`src/rtl/uart_tx_fifo.sv`:
```
// Byte FIFO feeding the UART transmitter's tx_data/tx_start strobe.
// Dispatches the next byte as soon as the transmitter drops tx_busy.
module uart_tx_fifo #(
    parameter int DEPTH = 16,
    localparam int AW = $clog2(DEPTH)
) (
    input  logic          clk,
    input  logic          rst,
    input  logic [7:0]    in_data,
    input  logic          in_valid,
    output logic          in_ready,
    input  logic          flush,
    output logic [7:0]    tx_data,
    output logic          tx_start,
    input  logic          tx_busy,
    output logic [AW:0]   level,
    output logic          empty,
    output logic          full,
    output logic          overflow
);

    logic [7:0]  mem [DEPTH];
    logic [AW:0] wp;
    logic [AW:0] rp;
    logic        push;
    logic        pop;

    assign level    = wp - rp;
    assign empty    = (level == '0);
    assign full     = (level == (AW+1)'(DEPTH));
    assign in_ready = ~full;

    // A push coinciding with flush is discarded so the FIFO ends empty.
    assign push = in_valid & in_ready & ~flush;

    // tx_start gates a second strobe until the transmitter raises tx_busy.
    assign pop = ~empty & ~tx_busy & ~tx_start & ~flush;

    always_ff @(posedge clk) begin
        if (push) begin
            mem[wp[AW-1:0]] <= in_data;
        end
    end

    always_ff @(posedge clk) begin
        if (rst) begin
            wp       <= '0;
            rp       <= '0;
            tx_start <= 1'b0;
            tx_data  <= 8'h00;
            overflow <= 1'b0;
        end else begin
            if (push) begin
                wp <= wp + (AW+1)'(1);
            end
            if (flush) begin
                rp <= wp;
            end else if (pop) begin
                rp <= rp + (AW+1)'(1);
            end
            tx_start <= pop;
            if (pop) begin
                tx_data <= mem[rp[AW-1:0]];
            end
            if (flush) begin
                overflow <= 1'b0;
            end else if (in_valid & full) begin
                overflow <= 1'b1;
            end
        end
    end

endmodule
```
`config.mk`:
```
export PLATFORM = sky130hd
export DESIGN_NAME = uart_tx_fifo
export DESIGN_NICKNAME = d
export VERILOG_FILES = /design/src/rtl/uart_tx_fifo.sv
export SDC_FILE = /design/constraint.sdc
export NUM_CORES = 1
export LEC_CHECK = 0
export BUFFER_PORTS_ARGS = -buffer_cell sky130_fd_sc_hd__buf_2
export CORE_ASPECT_RATIO = 1.75
export CORE_MARGIN = 2
export CORE_UTILIZATION = 50
export CTS_CLUSTER_DIAMETER = 50
export DETAILED_ROUTE_END_ITERATION = 8
export GPL_ROUTABILITY_DRIVEN = 1
export PLACE_DENSITY = 0.75
export SYNTH_ARGS = -nofsm -noshare
export SYNTH_HDL_FRONTEND = slang
export SYNTH_SLANG_ARGS = --single-unit
```
`constraint.sdc`:
```
create_clock -name clk -period 7.4 [get_ports clk]
set_clock_uncertainty 0.2 [all_clocks]
set_input_delay 2.22 -clock clk [delete_from_list [all_inputs] [get_ports clk]]
set_output_delay 2.22 -clock clk [all_outputs]
set_load 0.02 [all_outputs]
```
======== Yosys cells after proc, flatten, opt, wreduce, memory -nomap -nowiden ========
Memories as Yosys holds them, arrays and structs flattened. A register that Yosys moved wholly into a read port is not among the register bits.
Index checks and enable logic that the tools add are counted.
word-level totals
  register bits after elaboration ......... 12
  latch bits .............................. 0
  RAM bits ................................ 128
  ROM bits ................................ 0
  memories ................................ 1
operators by class
  add/sub/neg operators ................... 3
  multipliers ............................. 0
  div/mod/pow operators ................... 0
  magnitude comparators ................... 0
  equal/unequal tests ..................... 1
  shift operators ......................... 0
  muxes and demuxes ....................... 4
  bitwise gates (word level) .............. 11
  reductions and logical operators ........ 3
memory list
  name  words  bits a word  read ports  clocked after memory_dff  write ports  line  source
  mem   16     8            1           1                         1            22    logic [7:0] mem [DEPTH];
operators by type and width
  kind                                                            count
  5-bit by 1-bit adder with 5-bit output (second input constant)  2
  5-bit two-way mux                                               2
  1-bit AND                                                       6
  5-bit == test (second input constant)                           1
  5-bit logical NOT                                               1
  1-bit inverter                                                  5
  5-bit subtractor                                                1
  1-bit two-way mux                                               2
  2-bit nonzero test                                              1
  2-bit OR reduction                                              1

======== Depth between registers and ports, before layout ========
Gate-level depths: netlist of run 1.
  depth after elaboration ................. 8
  mapped depth ............................ 12

======== Least setup slack after synthesis of run 1 ========
Ideal clock, no wire load.
  path type ............................... reg-to-output
  start point ............................. reg rp[1]
  end point ............................... out in_ready
  data arrival time ....................... 2498 ps
  required time ........................... 4980 ps
  path slack .............................. 2482 ps
  cell stages (with the launch flop) ...... 11
  path buffers ............................ 3
  cell sequence ........................... dfxtp_1 buf_4 clkbuf_1 inv_1 fa_1 xnor2_1 inv_1 a211o_1 a211oi_2 buf_6 inv_2
on the way
  word-level cells in the longest chain between the ends .. 3
ends and longest elaborated chain
  item                    line  source
  from (decl)             24    logic [AW:0] rp;
  from (signal assigned)  57    rp <= wp;
  from (signal assigned)  59    rp <= rp + (AW+1)'(1);
  5-bit subtractor        28    assign level = wp - rp;
  via level[2]            16    output logic [AW:0] level,
  5-bit == test           30    assign full = (level == (AW+1)'(DEPTH));
  via full                18    output logic full,
  1-bit inverter          31    assign in_ready = ~full;
  to (decl)               11    output logic in_ready,
The timed path passes the listed nets, and every way through them passes these cells.

======== Final worst setup path of run 1 ========
  start point ............................. reg wp[0]
  end point ............................... out in_ready
on the way
  word-level cells in the longest chain between the ends .. 3
ends and longest elaborated chain
  item                    line  source
  from (decl)             23    logic [AW:0] wp;
  from (signal assigned)  54    wp <= wp + (AW+1)'(1);
  5-bit subtractor        28
  5-bit == test           30
  1-bit inverter          31
No other way between the ends.

==> results of run 1 <==
[critical path, stage by stage (launching register included)]
cell	delay, ns
dfxtp_1	0.35
inv_1	0.16
ha_1	0.19
inv_1	0.06
fa_1	0.41
xnor2_1	0.26
inv_1	0.11
a211o_1	0.29
a211oi_2	0.52
inv_2	0.13
buf_2	0.19
[power breakdown]
part,switching (mW),internal [mW]
Clock,0.337,0.534
Sequential,0.00550,0.916
Combinational,0.0966,0.0605
Total,0.439,1.51
[path summary, 6_finish.rpt]
check,start,endpoint,slack [ns],cells after the start
max,wp[0],in_ready,1.90,10
min,tx_data[3],tx_data[3],0.27,2
max reg2reg,wp[0],mem[12][2],3.75,10
min reg2reg,tx_data[3],tx_data[3],0.27,2
[synthesized netlist by cell type, types with 5 or more instances]
master	number
a221oi_1	9
ha_1	9
and3_1	17
or3_1	11
dfxtp_1	20
mux4_2	32
nand3_1	5
a22o_1	8
nor2_1	12
edfxtp_1	128
buf_6	5
clkbuf_1	7
inv_1	11
a21oi_1	20
o21ai_0	12
[sequential cells by signal (all words and copies together) (netlist names)]
signal    count
mem         128
tx_data       8
rp            5
wp            5
overflow      1
tx_start      1
[per-layer routing]
| layer | global-route usage (%) | part of all wire [%] | up-vias | routed length, microns |
|---|---|---|---|---|
| li1 | - | - | 1512 | - |
| met1 | 22.4 | 37 | 1706 | 4590 |
| met2 | 35.5 | 56 | 115 | 6880 |
| met3 | 6.69 | 3.7 | 21 | 451 |
| met4 | 9.31 | 3.3 | 0 | 401 |
| met5 | 0 | 0 | - | 0 |
[cell families (layout without fill, tap and decap cells)]
group | Yosys count | after routing | share of synthesized area (%)
AND/OR/NAND/NOR | 65 | 65 | 6.16
multiplexers | 32 | 32 | 11.8
AO/OA/AOI/OAI | 65 | 65 | 7.20
flip-flops | 148 | 148 | 69.4
buffers and inverters | 31 | 77 | 2.74
XOR/XNOR | 4 | 4 | 0.573
adder cells (fa/ha/maj) | 10 | 10 | 2.17
[cell type report]
cell class              count  area (sq um)  share of cell area, %
clock inverters            14           176                   2.53
clock buffers              18           429                   6.15
well taps                 165           206                   2.96
repair buffers             32           165                   2.37
multi-input cells         176          1710                   24.4
flip-flops and latches    148          4250                   60.9
inverters                  13          48.8                  0.699
[stage by stage]
step	total power, mW	cell area [sq um]	hold slack (ns)	util [%]	std cells
after floorplan	1.05	6120	0.294	-	355
after global placement	1.09	6370	0.263	53.1	534
after detailed placement	1.10	6370	0.266	53.1	534
after CTS	1.96	6980	0.275	58.1	566
after global routing	2.01	6980	0.303	58.1	566
final	1.95	6980	0.271	58.1	566
==> results.cfg, run 1 <==
[clock_tree]
clk_latency_ns = 0.42
cts_tree = built
clock_sinks = 148
clkSlewWorstSetupHoldPaths_ns = 0.06
cts.repair.resized = 0
clockBufferDepth = 2
cts_max_level = 4
cts_buffers = 17
clock-root-buffer = clkbuf_16
holdBufCountCts = 0
cts_setup_buffers = 0

[final_layout]
nNetsFinal = 411
final_common_cell = edfxtp_1
fillers = 874
diodes = 0
drive_gt1_share_pct = 24.9
mostFrequentLayoutCells = edfxtp_1, mux4_2, buf_2
area_delta_synth_final_pct = 14.1

[critical_path]
crit_path_end_kind = output pin
crit_arrival_ns = 3.08
crit_fanout = 11
worst_setup_path_start_kind = register
crit_required_ns = 4.98
path_class = register to output pin

[route]
viasPerCell = 5.93
wl_per_cell_microns = 21.8
route.detailed.drc = 0
routed_wl_microns = 12300
drt_iter0_drc = 258
drtPass1Iterations = 4
ant_nets = 0
vias = 3354

[flow_run]
drv_cap = 0

[grt]
first_global_vias = 3364
track_usage_pct = 20.5
antenna_found_initial = 0
grt_pass1_wl_microns = 18900
overflow = 0
grt_max_degree = 37

[synthesis]
syn-num-nets = 378
synthCells = 355
ys_warn_count = 0
syn_area_per_cell_sq_um = 17.2
yosysUniqueCellTypes = 44
yosys-top-cells-area = edfxtp_1, mux4_2, dfxtp_1
seq_area_frac_synth_pct = 69.4
synth_seq_cells = 148
synth_edf_count = 128
synthFlopType = edfxtp_1
yosysTopAreaCellShare_pct = 62.8
synth_top_area_cell = edfxtp_1
syn_area_sq_um = 6120
async_flop_share_pct = 0

[sta]
fin_ws_ns = 1.90
clock.fmax_mhz = 182
drv_slew = 0
fin_tns_setup_ns = 0
post-route-period-util_pct = 74.3
slew_headroom_pct = 30.6
post-route-min-period_ns = 5.50
rsz0062_at_grt = false
finalHoldViolCount = 0
setup-violations-final = 0
worstMarginPinSlew_ns = 1.04

[placed_design]
place_hpwl_microns = 8220
port_buffers = 30
place_congestion = 0.840
post-place-ws_ns = 2.37

[floorplan]
core_area_sq_um = 12000
initial_utilization_pct = 51.0
dieArea_sq_um = 13200
die-height_microns = 150
fp.dieW_microns = 87.6
rows = 53
pin_count = 31

[hold_path]
hp-class = register to register

[power]
power_leakage_nw = 2.37
ir_drop_mv = 0.158
power_density_nw_per_um2 = 279

[status]
outcome = finished clean
No activity file was read; power rests on OpenSTA's default activity.
==> run 2: changes to the inputs <==
--- a/config.mk
+++ b/config.mk
@@ -12,7 +12,7 @@
 export CTS_CLUSTER_DIAMETER = 50
 export DETAILED_ROUTE_END_ITERATION = 8
 export GPL_ROUTABILITY_DRIVEN = 1
-export PLACE_DENSITY = 0.75
+export PLACE_DENSITY = 0.78
 export SYNTH_ARGS = -nofsm -noshare
 export SYNTH_HDL_FRONTEND = slang
 export SYNTH_SLANG_ARGS = --single-unit
==> constraint.sdc (replaced) <==
create_clock -name clk -period 4.6 [get_ports clk]
set_clock_uncertainty 0.2 [all_clocks]
set_input_delay 1.38 -clock clk [delete_from_list [all_inputs] [get_ports clk]]
set_output_delay 1.38 -clock clk [all_outputs]
set_load 0.02 [all_outputs]
==> run 2 against run 1 <==
Setup slack got worse by 1.7 ns. Clock power rose by 54%. Count of clock-buffer cells in the layout fell by 1. Final cell count rose by 0.18%. Critical path type unchanged. Power rose by 58%. Critical path depth did not move. Via count fell by 1.4%. Register-to-register slack got worse by 2.8 ns. Hold slack improved by 0.0038 ns. Combinational power rose by 65%. Sequential cell count did not move. Largest cell class unchanged. Sequential power rose by 61%. Largest power group unchanged. Critical endpoint is now empty.
==> results.cfg, run 2 (synthesis gave the netlist of run 1 again) <==
[clock_tree]
cts_setup_buffers = 0
cts_buffers = 17
holdBufCountCts = 0
cts_max_level = 4
clk_latency_ns = 0.41
clockBufferDepth = 2
clkSlewWorstSetupHoldPaths_ns = 0.06
clock_sinks = 148
cts.repair.resized = 0
cts_tree = built
clock-root-buffer = clkbuf_16

[route]
wl_met1_microns = 4350
viasPerCell = 5.83
vias = 3307
dr_wl_met3_microns = 442
route.detailed.drc = 0
ant_nets = 0
wl_per_cell_microns = 21.1
drt_iter0_drc = 272
routed.top_layer = met4
route.met2.wl_microns = 6860
drtPass1Iterations = 4
routed_wl_microns = 12000

[grt]
antenna_found_initial = 0
grt_max_degree = 37
track_usage_pct = 19.5
first_global_vias = 3355
overflow = 0
grt_pass1_wl_microns = 18400

[sta]
hold_ws_ns = 0.274
finalHoldViolCount = 0
post-route-min-period_ns = 4.43
slew_headroom_pct = 38.9
clock.fmax_mhz = 226
setup-violations-final = 0
post-route-period-util_pct = 96.3
fin_tns_setup_ns = 0
drv_slew = 0
worstMarginPinSlew_ns = 0.913
rsz0062_at_grt = false

[final_layout]
area_delta_synth_final_pct = 14.1
drive_gt1_share_pct = 25.9
mostFrequentLayoutCells = edfxtp_1, mux4_2, buf_2
final_common_cell = edfxtp_1
nNetsFinal = 412
largest_reg_flops = 128
diodes = 0
fin_area_sq_um = 6980

[power]
ir_drop_mv = 0.269
power_mw = 3.08
p_comb_share_pct = 8.4
internal_power_mw = 2.34
swShare_pct = 23.9
power_frac_seq_pct = 48.1
power_leakage_nw = 2.38
clkPwrFrac_pct = 43.5
power_switching_mw = 0.737
power_density_nw_per_um2 = 441

[critical_path]
path_class = register to output pin
worst_setup_path_start_kind = register
crit_path_end_kind = output pin
crit_arrival_ns = 2.85
worstReg2RegEnd = mem[1][7]
crit_fanout = 22
endpoint = empty
r2r_setup_slack_ns = 0.99
reg2reg_from = wp[0]
crit_start = wp[0]
crit_required_ns = 3.02
worstRegToRegCells = 10

[placed_design]
port_buffers = 30
place_hpwl_microns = 8270
place_congestion = 0.868
placed_area_sq_um = 6380

[floorplan]
rows = 53
dieArea_sq_um = 13200
die-height_microns = 150
pin_count = 31
initial_utilization_pct = 51.0
fp.dieW_microns = 87.6
core_area_sq_um = 12000

[flow_run]
drv_cap = 0

[hold_path]
hp-class = register to register
hp-start = tx_data[0]

[status]
outcome = finished clean
==> run 2: power by group through the flow <==
stage	clock, mW	combinational [mW]	sequential [mW]
finish	1.34	0.259	1.48
detailed placement	0	0.255	1.51
global route	1.42	0.281	1.48
CTS	1.36	0.257	1.48
global placement	0	0.248	1.51
floorplan	0	0.180	1.52
==> run 2: per-stage QoR <==
stage	instances	util (%)	setup WS (ns)
final	567	58.1	0.172
after global routing	567	58.1	0.0488
after CTS	567	58.1	0.106
after detailed placement	535	53.1	0.547
after global placement	535	53.1	0.723
after floorplan	355	-	0.522
==> run 2: worst max-delay path, stage by stage, from the launching register on <==
cell	delay [ns]
dfxtp_1	0.35
inv_1	0.15
ha_1	0.19
inv_1	0.05
fa_1	0.45
xnor2_2	0.23
inv_1	0.12
a211oi_1	0.28
o22ai_2	0.21
inv_4	0.20
buf_2	0.19
==> run 2: routing by layer <==
| layer | vias up | GRT usage, % |
|---|---|---|
| li1 | 1513 | - |
| met1 | 1665 | 21.5 |
| met2 | 108 | 34.6 |
| met3 | 21 | 4.39 |
| met4 | 0 | 9.54 |
| met5 | - | 0 |
==> run 2: final cells by class <==
type	instances	area [sq um]
Fill cell	851	5020
Sequential cell	148	4250
Multi-Input combinational cell	176	1710
Clock buffer	17	425
Tap cell	165	206
Timing Repair Buffer	33	173
Clock inverter	15	165
Inverter	13	51.3
==> run 2: worst min path at each step <==
stage	slack, ns	cells past startpoint	to
detailed placement	0.27	2	tx_data[0]
finish	0.27	2	tx_data[0]
global placement	0.26	2	tx_data[2]
floorplan	0.29	2	wp[3]
CTS	0.27	2	tx_data[0]
global route	0.29	2	tx_data[0]
==> run 3: changes to the inputs <==
--- a/config.mk
+++ b/config.mk
@@ -12,7 +12,7 @@
 export CTS_CLUSTER_DIAMETER = 50
 export DETAILED_ROUTE_END_ITERATION = 8
 export GPL_ROUTABILITY_DRIVEN = 1
-export PLACE_DENSITY = 0.78
+export PLACE_DENSITY = 0.73
 export SYNTH_ARGS = -nofsm -noshare
 export SYNTH_HDL_FRONTEND = slang
 export SYNTH_SLANG_ARGS = --single-unit
==> run 3 against run 2 <==
Sequential cell count unchanged. Maximum frequency increased by 2.1%. Die area unchanged. Design area about the same. Global-route usage increased by 0.72 points. Register-to-register slack got worse by 0.04 ns. Critical path depth unchanged. Clock power about the same. Largest power group unchanged.
==> results.cfg, run 3 (synthesis gave the netlist of run 1 again) <==
[critical_path]
crit_path_end_kind = output pin
worstRegToRegCells = 10
crit_top_cell = inv_1
path_class = register to output pin
worstReg2RegEnd = mem[11][6]
cp_top_family = buffers and inverters
reg2reg_from = wp[0]
crit_fanout = 22
cpPeakStageDelay_ns = 0.43
crit_required_ns = 3.02
path_cells = inv_1, ha_1, inv_1, fa_1, xnor2_2, inv_1, a211oi_2, o22ai_2, inv_4, buf_2
cp_num_buf_inv = 5
slowest_stage = fa_1
r2r_setup_slack_ns = 0.95
worst_setup_path_start_kind = register
crit_arrival_ns = 2.76

[final_layout]
area_delta_synth_final_pct = 14.0
diodes = 0
final_common_cell = edfxtp_1
drive_gt1_share_pct = 25.1
mostFrequentLayoutCells = edfxtp_1, mux4_2, buf_2
nNetsFinal = 412
fillers = 885
largest_reg_flops = 128

[sta]
rsz0062_at_grt = false
post-route-period-util_pct = 94.3
fin_tns_setup_ns = 0
post-route-min-period_ns = 4.34
slew_headroom_pct = 41.1
worstMarginPinSlew_ns = 0.880
hold_ws_ns = 0.278
finalHoldViolCount = 0
setup-violations-final = 0
drv_slew = 0
clock.fmax_mhz = 231

[hold_path]
whs_endpoint = tx_data[7]
hp-class = register to register
hold_depth = 2
hp-start = tx_data[7]

[grt]
first_global_vias = 3510
overflow = 0
track_usage_pct = 20.2
antenna_found_initial = 0
grt_pass1_wl_microns = 19000
grt_max_degree = 37

[clock_tree]
clkSlewWorstSetupHoldPaths_ns = 0.06
clk_latency_ns = 0.42
clock_sinks = 148
cts_max_level = 4
cts_buffers = 17
cts_tree = built
clockBufferDepth = 2
clock-root-buffer = clkbuf_16

[route]
routed_wl_microns = 12300
drt_iter0_drc = 222
viasPerCell = 5.86
vias = 3323
wl_per_cell_microns = 21.7
drtPass1Iterations = 4
route.detailed.drc = 0
ant_nets = 0

[flow_run]
drv_cap = 0

[floorplan]
fp.dieW_microns = 87.6
die-height_microns = 150
core_area_sq_um = 12000
rows = 53
dieArea_sq_um = 13200
initial_utilization_pct = 51.0
pin_count = 31

[placed_design]
place_hpwl_microns = 8410
port_buffers = 30
place_congestion = 0.840

[power]
ir_drop_mv = 0.278
power_leakage_nw = 2.38
power_density_nw_per_um2 = 440

[status]
outcome = finished clean
==> run 3: per-stage QoR <==
stage / util [%] / power [mW] / cells / instance area [sq um] / worst slack, ns
after detailed placement: 53.1 / 1.77 / 535 / 6380 / 0.463
after global placement: 53.1 / 1.76 / 535 / 6380 / 0.715
after global routing: 58.1 / 3.15 / 567 / 6970 / 0.0682
final: 58.1 / 3.07 / 567 / 6970 / 0.262
after CTS: 58.0 / 3.07 / 567 / 6960 / 0.0213
after floorplan: - / 1.70 / 355 / 6120 / 0.522
==> run 3: worst min-delay path: stages, from the launching register on <==
cell     delay [ns]
dfxtp_1        0.31
o21ai_0        0.06
a21oi_1        0.06
==> run 3: timing repair <==
action / CTS / global route
endpoints found under the setup margin: 0 / 1
hold buffers: 0 / 0
endpoints found under the hold margin: 0 / 0
gates resized for setup: 0 / 3
buffers inserted: 0 / 0
==> run 3: metal layers <==
| layer | part of all wire, % | global-route usage [%] |
|---|---|---|
| met5 | 0 | 0 |
| met4 | 3.4 | 10.5 |
| met3 | 4.6 | 5.37 |
| met2 | 57 | 35.7 |
| met1 | 35 | 21.7 |
==> run 3: cell type report <==
cell class,instances,area (sq um),area share [%]
tap,165,206,2.96
inverter,13,51.3,0.736
multi-input combinational,176,1720,24.6
clock inverter,5,33.8,0.484
timing repair buffer,33,173,2.48
sequential,148,4250,60.9
clock buffer,27,546,7.82
==> run 3: worst max-delay path by stage <==
stage / from / end / cells past startpoint
after floorplan: rp[1] / in_ready / 10
after global placement: wp[0] / empty / 10
after detailed placement: wp[0] / empty / 10
after CTS: wp[0] / empty / 10
after global routing: wp[0] / empty / 10
final: wp[0] / empty / 10
==> run 3: power by group <==
group | switching [mW] | internal, mW
Sequential | 0.00853 | 1.47
Clock | 0.506 | 0.814
Combinational | 0.161 | 0.101
